## src/rtl/seq_divider.sv

```systemverilog
`default_nettype none
// +--------------------------------------------------------------------------+
// | seq_divider: radix-2 restoring divider, one quotient bit per cycle,      |
// | signed/unsigned with truncate-toward-zero and divide-by-zero handling.   |
// | Revision: 1.0                                                            |
// +--------------------------------------------------------------------------+
module seq_divider #(
  parameter int WIDTH = 32
) (
  input  logic             clk,
  input  logic             clr,
  input  logic             start,
  input  logic             signed_mode,
  input  logic [WIDTH-1:0] dividend,
  input  logic [WIDTH-1:0] divisor,
  output logic             busy,
  output logic             done,
  output logic [WIDTH-1:0] quotient,
  output logic [WIDTH-1:0] remainder,
  output logic             div_by_zero
);

  localparam int CW = $clog2(WIDTH + 1);
  localparam logic [CW-1:0] CNT_INIT = CW'(WIDTH);

  typedef enum logic [1:0] {
    S_IDLE = 2'd0,
    S_RUN  = 2'd1,
    S_FIX  = 2'd2,
    S_DONE = 2'd3
  } state_t;

  state_t           state_q, state_d;
  logic [WIDTH-1:0] rem_q, rem_d;
  logic [WIDTH-1:0] quo_q, quo_d;
  logic [WIDTH-1:0] dvs_q, dvs_d;
  logic [CW-1:0]    cnt_q, cnt_d;
  logic             qneg_q, qneg_d;
  logic             rneg_q, rneg_d;
  logic [WIDTH-1:0] quotient_q, quotient_d;
  logic [WIDTH-1:0] remainder_q, remainder_d;
  logic             dbz_q, dbz_d;

  logic             w_a_neg, w_b_neg;
  logic [WIDTH-1:0] w_a_mag, w_b_mag;
  logic [WIDTH:0]   w_shift;
  logic             w_ge;

  assign w_a_neg = signed_mode & dividend[WIDTH-1];
  assign w_b_neg = signed_mode & divisor[WIDTH-1];
  // Negating MIN yields MIN, which read as unsigned is the correct magnitude.
  assign w_a_mag = w_a_neg ? (~dividend + 1'b1) : dividend;
  assign w_b_mag = w_b_neg ? (~divisor + 1'b1) : divisor;

  // The stored remainder stays below the divisor, so only the shifted trial
  // value needs the extra bit for the compare.
  assign w_shift = {rem_q, quo_q[WIDTH-1]};
  assign w_ge    = (w_shift >= {1'b0, dvs_q});

  always_ff @(posedge clk or posedge clr) begin
    if (clr) begin
      state_q     <= S_IDLE;
      rem_q       <= '0;
      quo_q       <= '0;
      dvs_q       <= '0;
      cnt_q       <= '0;
      qneg_q      <= 1'b0;
      rneg_q      <= 1'b0;
      quotient_q  <= '0;
      remainder_q <= '0;
      dbz_q       <= 1'b0;
    end else begin
      state_q     <= state_d;
      rem_q       <= rem_d;
      quo_q       <= quo_d;
      dvs_q       <= dvs_d;
      cnt_q       <= cnt_d;
      qneg_q      <= qneg_d;
      rneg_q      <= rneg_d;
      quotient_q  <= quotient_d;
      remainder_q <= remainder_d;
      dbz_q       <= dbz_d;
    end
  end

  always_comb begin
    state_d     = state_q;
    rem_d       = rem_q;
    quo_d       = quo_q;
    dvs_d       = dvs_q;
    cnt_d       = cnt_q;
    qneg_d      = qneg_q;
    rneg_d      = rneg_q;
    quotient_d  = quotient_q;
    remainder_d = remainder_q;
    dbz_d       = dbz_q;

    case (state_q)
      S_IDLE, S_DONE: begin
        if (start) begin
          if (divisor == '0) begin
            quotient_d  = '1;
            remainder_d = dividend;
            dbz_d       = 1'b1;
            state_d     = S_DONE;
          end else begin
            rem_d   = '0;
            quo_d   = w_a_mag;
            dvs_d   = w_b_mag;
            cnt_d   = CNT_INIT;
            qneg_d  = w_a_neg ^ w_b_neg;
            rneg_d  = w_a_neg;
            state_d = S_RUN;
          end
        end else begin
          state_d = S_IDLE;
        end
      end
      S_RUN: begin
        if (w_ge) begin
          rem_d = w_shift[WIDTH-1:0] - dvs_q;
          quo_d = {quo_q[WIDTH-2:0], 1'b1};
        end else begin
          rem_d = w_shift[WIDTH-1:0];
          quo_d = {quo_q[WIDTH-2:0], 1'b0};
        end
        cnt_d = cnt_q - 1'b1;
        if (cnt_q == CW'(1)) begin
          state_d = S_FIX;
        end
      end
      S_FIX: begin
        quotient_d  = qneg_q ? (~quo_q + 1'b1) : quo_q;
        remainder_d = rneg_q ? (~rem_q + 1'b1) : rem_q;
        dbz_d       = 1'b0;
        state_d     = S_DONE;
      end
      default: state_d = S_IDLE;
    endcase
  end

  assign busy        = (state_q == S_RUN) || (state_q == S_FIX);
  assign done        = (state_q == S_DONE);
  assign quotient    = quotient_q;
  assign remainder   = remainder_q;
  assign div_by_zero = dbz_q;

endmodule
`default_nettype wire

```

## config.mk

```make
export PLATFORM = sky130hd
export DESIGN_NAME = seq_divider
export DESIGN_NICKNAME = d
export VERILOG_FILES = /design/src/rtl/seq_divider.sv
export SDC_FILE = /design/constraint.sdc
export NUM_CORES = 1
export LEC_CHECK = 0
export CAP_MARGIN = 30
export CORE_MARGIN = 3
export CORE_UTILIZATION = 42
export DETAILED_ROUTE_END_ITERATION = 10
export DONT_BUFFER_PORTS = 1
export GPL_ROUTABILITY_DRIVEN = 0
export PLACE_DENSITY_LB_ADDON = 0.12
export SLEW_MARGIN = 0
export SYNTH_ARGS = -nofsm -noshare
export SYNTH_HDL_FRONTEND = slang
export SYNTH_SLANG_ARGS = --single-unit
```

## constraint.sdc

```tcl
create_clock -name clk -period 6.2 [get_ports clk]
set_input_delay 0.93 -clock clk [delete_from_list [all_inputs] [get_ports clk]]
set_output_delay 0.93 -clock clk [all_outputs]
set_load 0.005 [all_outputs]
```

* Word level (Yosys, flattened, before mapping)
Index checks and enable logic that the tools add are counted.
Storage, ports and cells: register bits after elaboration 171, input bits 68, word-level logic and storage cells 70
Operators by class: bitwise logic cells 8, $add $sub $neg 6, reductions and logical operators 9, $lt $le $gt $ge 1, equal/unequal tests 8, muxes and demuxes 28
Operators by type and width (number):
- 32-bit 2-to-1 mux | 13
- 32-bit one-hot mux with 2 select lines | 4
- 32-bit by 1-bit adder with 32-bit output, second input constant | 4
- 32-bit NOT | 4
- 33-bit by 32-bit >= comparator with 1-bit output | 1
- 32-bit zero test | 1
- 32-bit subtractor | 1
- 6-bit 2-to-1 mux | 2
- 6-bit one-hot mux with 2 select lines | 1
- 3-bit AND reduction | 3
- 2-bit inequality test, second input constant | 4
- 6-bit by 1-bit == test with 1-bit output, second input constant | 1
- 2-bit 2-to-1 mux | 3
- 2-bit one-hot mux with 3 select lines | 1
- 6-bit by 1-bit subtractor with 6-bit output, second input constant | 1
- 2-bit == test, second input constant | 2
- 2-bit nonzero test | 2
- 1-bit 2-to-1 mux | 3
- 1-bit AND | 2
- 2-bit by 1-bit == test with 1-bit output, second input constant | 1
- 2-bit zero test | 1
- 1-bit one-hot mux with 2 select lines | 1
- 2-bit OR reduction | 1
- 1-bit logical OR | 1
- 2 further kinds | 2

* Logic depth before layout (Yosys ltp)
depth in word-level cells 6, mapped depth 14

* Worst setup path after synthesis
OpenSTA, ideal clock, no wires.
kind in2reg, start input divisor[9], end register quo_q[1], slack 3014 ps, library setup time 136 ps, data required time 6064 ps, stages on the path 8, buffers on the path 3, data arrival time 3050 ps, cell sequence or4_1 > clkbuf_1 > nor4_1 > nand4_1 > a22oi_1 > clkbuf_1 > clkbuf_1 > o21ai_0
On the way: cells in the longest elaborated chain, start to end 3
Ends and longest elaborated chain:
- from (decl) | RTL line 15 | input logic [WIDTH-1:0] divisor,
- 32-bit zero test | RTL line 101 | if (divisor == '0) begin
- 2-bit inequality test (no source line)
- 3-bit AND reduction (no source line)
- to (signal assigned) | RTL line 75 | quo_q <= quo_d;
- to (decl) | RTL line 35 | logic [WIDTH-1:0] quo_q, quo_d;
No other way between the ends. A chain may end at the register's enable or synchronous reset.

* Worst setup path after layout
start register rem_q[23], end register rem_q[19]
On the way: cells in the longest elaborated chain, start to end 3
Ends and longest elaborated chain:
- from (decl) | RTL line 34 | logic [WIDTH-1:0] rem_q, rem_d;
- from (signal assigned) | RTL line 74 | rem_q <= rem_d;
- 33-bit by 32-bit >= comparator with 1-bit output | RTL line 58 | assign w_ge = (w_shift >= {1'b0, dvs_q});
- 32-bit 2-to-1 mux | RTL line 120 | if (w_ge) begin
- 32-bit one-hot mux with 2 select lines | RTL line 98 | case (state_q)
No other way between the ends.

==> impl_metrics.toml <==
[worst_setup_path]
setup.worst_path.end_class = "flip-flop"
worstSetupStartpointType = "flip-flop"
cpPeakStageDelay_ns = 0.57
path_cells = "ha_1, a21oi_1, o21ai_0, a2111oi_0, o31ai_1, a41o_1, a31oi_2, buf_6, nor2_1, a21oi_1, o21ai_0"
slowest_stage = "a2111oi_0"
crit_type = "reg -> reg"
cpLargestDelayFamily = "compound AO/OA/AOI/OAI gates"
cp_max_fo = 12
crit_required_ns = 6.51
path_buf_inv = 1
crit_arrival_ns = 3.78

[final_layout]
area_delta_synth_final_pct = 8.73
diodes = 0
nNetsFinal = 1416
fillers = 2647
final_util_pct = 46.6
drive_above_1_share_pct = 4.93

[logic_synthesis]
synth_area_leader_cell = "dfrtp_1"
synth_area_leaders = "dfrtp_1 (38%), o21ai_0 (6.9%), a21oi_1 (5.9%)"
ys.warnings.count = 0
synth-seq-cells = 171
synthCells = 1339
synth_area_um2 = 11200
postSynthAreaPerCell_um2 = 8.36
synth_ff_type = "dfrtp_1"
yosys-top-cells-count = "dfrtp_1 (171), o21ai_0 (154), nand2_1 (141), a21oi_1 (133), nor2_1 (122)"
ys_types = 60
async_flop_share_pct = 100
synth_edf_count = 0
synth_seq_area_share_pct = 38.2
syn_nets = 1449
synth.top_cell.area_share_pct = 38.2
yosysMostFrequentCell = "dfrtp_1"

[clock_tree]
clockBufferDepth = 2
ctsRootBufferMaster = "clkbuf_16"
cts_setup_buffers = 0
clk_pin_slew_worst_paths_ns = 0.07
cts-hold-fix-buffers = 0
ctsResizeCount = 0
cts_tree = "done"
clk_latency_ns = 0.43
numCtsBuffers = 17
cts_max_level = 4
clock-sinks = 171

[pwr]
leakage_nw = 5.00
ir_worst_vdd_v = 0.000277
power.density_nw_per_um2 = 472

[min_path]
hold_path.class = "in -> async"

[timing]
tightest_slew_ns = 1.02
tns_ns = 0
rsz0062_at_grt = "no"
max_freq_mhz = 288
slew_viol_final = 0
hold_slack_ns = 0.426
post-route-min-period_ns = 3.47
worst_slack_ns = 2.73
setup_viol = 0
clock_skew_ns = 0.0113
hold_viol = 0
slew_headroom_pct = 31.7
fin_crit_sh_pct = 56.0

[placed_design]
dp_hpwl_mm = 24.9
place_ws_ns = 2.37
portBuffers = 0

[status]
status = "completed"

[global_routing]
grt_pass1_vias = 9384
grt_pass1_wl_mm = 51.9
antenna_found_initial = 0
grt_overflow = 0
grt_util_all_layers_pct = 22.7
grt_max_degree = 71

[die]
ios = 135
coreArea_um2 = 26100
initial_utilization_pct = 42.8
row_count = 59
die_w_um = 169
die_h_um = 169
die_area_um2 = 28600

[drt]
routedWlPerCell_um = 19.5
viasPerCell = 5.69
route.detailed.drc = 0
via_count = 9408
detail-route-antenna-nets = 0
drtIter0Drc = 668
drt_wl_total_mm = 32.3
first_pass_iters = 5

[job]
maxCapViolations = 0
[per-stage QoR]
step / cell area, um^2 / power [mW] / cells
3_3_place_gp: 11500 / 4.52 / 1618
6_report: 12200 / 5.74 / 1654
5_1_grt: 12200 / 6.23 / 1654
2_1_floorplan: 11200 / 3.83 / 1339
4_1_cts: 12200 / 5.77 / 1654
3_5_place_dp: 11500 / 4.61 / 1622
[registers in the layout, summed over array words and instances, names as in the netlist]
name         count
remainder       32
state_q          2
cnt_q            6
rneg_q           1
rem_q           32
qneg_q           1
div_by_zero      1
quo_q           32
dvs_q           32
quotient        32
[layer usage]
layer	vias to the layer above	GRT usage, %	part of all wire [%]
li1	4715	-	-
met1	4394	29.4	44
met2	247	36.0	45
met3	52	6.08	6.9
met4	0	9.85	4.2
met5	-	0	0
[cell families after synthesis]
kind of cell    after synthesis  synth area share (%)
mux                          17                  1.53
buf+inv                     131                  4.39
xor+xnor                    149                  11.7
flops                       171                  38.2
fa+ha+maj                    42                  4.76
simple gates                385                  15.8
compound gates              444                  23.6
[area by class of cell]
type / instances / area [um^2] / share of cell area, %
timing repair buffer: 14 / 136 / 1.12
clock inverter: 15 / 205 / 1.69
tap: 335 / 419 / 3.44
clock buffer: 17 / 425 / 3.50
inverter: 65 / 249 / 2.05
multi-input combinational: 1037 / 6460 / 53.1
sequential: 171 / 4280 / 35.2
[layout by cell type, fill, tap and decap left out, types with 3 or more instances in the layout]
cell / netlist / routed
dfrtp_1: 171 / 171
o21ai_0: 154 / 154
nand2_1: 141 / 140
a21oi_1: 133 / 132
nor2_1: 122 / 120
xnor2_1: 76 / 76
xor2_1: 73 / 73
inv_1: 65 / 64
ha_1: 41 / 41
a22oi_1: 30 / 29
o31ai_1: 28 / 28
o22ai_1: 24 / 24
or3_1: 22 / 22
clkbuf_16: 0 / 17
nor3_1: 16 / 16
mux2i_1: 16 / 16
or4_1: 13 / 13
nor4_1: 13 / 13
o41ai_1: 13 / 13
a32oi_1: 13 / 13
nand2b_1: 11 / 11
buf_4: 0 / 11
nand3_1: 10 / 10
and3_1: 9 / 9
nand4_1: 8 / 8
o21bai_1: 8 / 8
a21o_1: 6 / 6
and2_1: 5 / 5
a31oi_1: 6 / 5
inv_6: 0 / 5
o211ai_1: 4 / 4
nor2b_1: 3 / 3
a211oi_1: 3 / 3
or3_4: 3 / 3
bufinv_16: 0 / 3
inv_8: 0 / 3
[final timing paths]
kind	startpoint	to	slack, ns	cells after the start
worst max register to register	rem_q[23]	rem_q[19]	2.73	11
worst min register to register	dvs_q[31]	dvs_q[31]	0.48	2
max in group asynchronous	clr	quotient[29]	4.47	2
worst min-delay path	clr	dvs_q[2]	0.43	1
worst max-delay path	rem_q[23]	rem_q[19]	2.73	11
min in group clk	dvs_q[31]	dvs_q[31]	0.48	2
[power by group]
| part | internal [mW] | switching (mW) | leakage, nW |
|---|---|---|---|
| clock | 0.652 | 0.508 | 0.307 |
| sequential | 1.55 | 0.416 | 2.08 |
| combinational | 0.939 | 1.68 | 2.62 |
(Power assumes the default switching activity.)
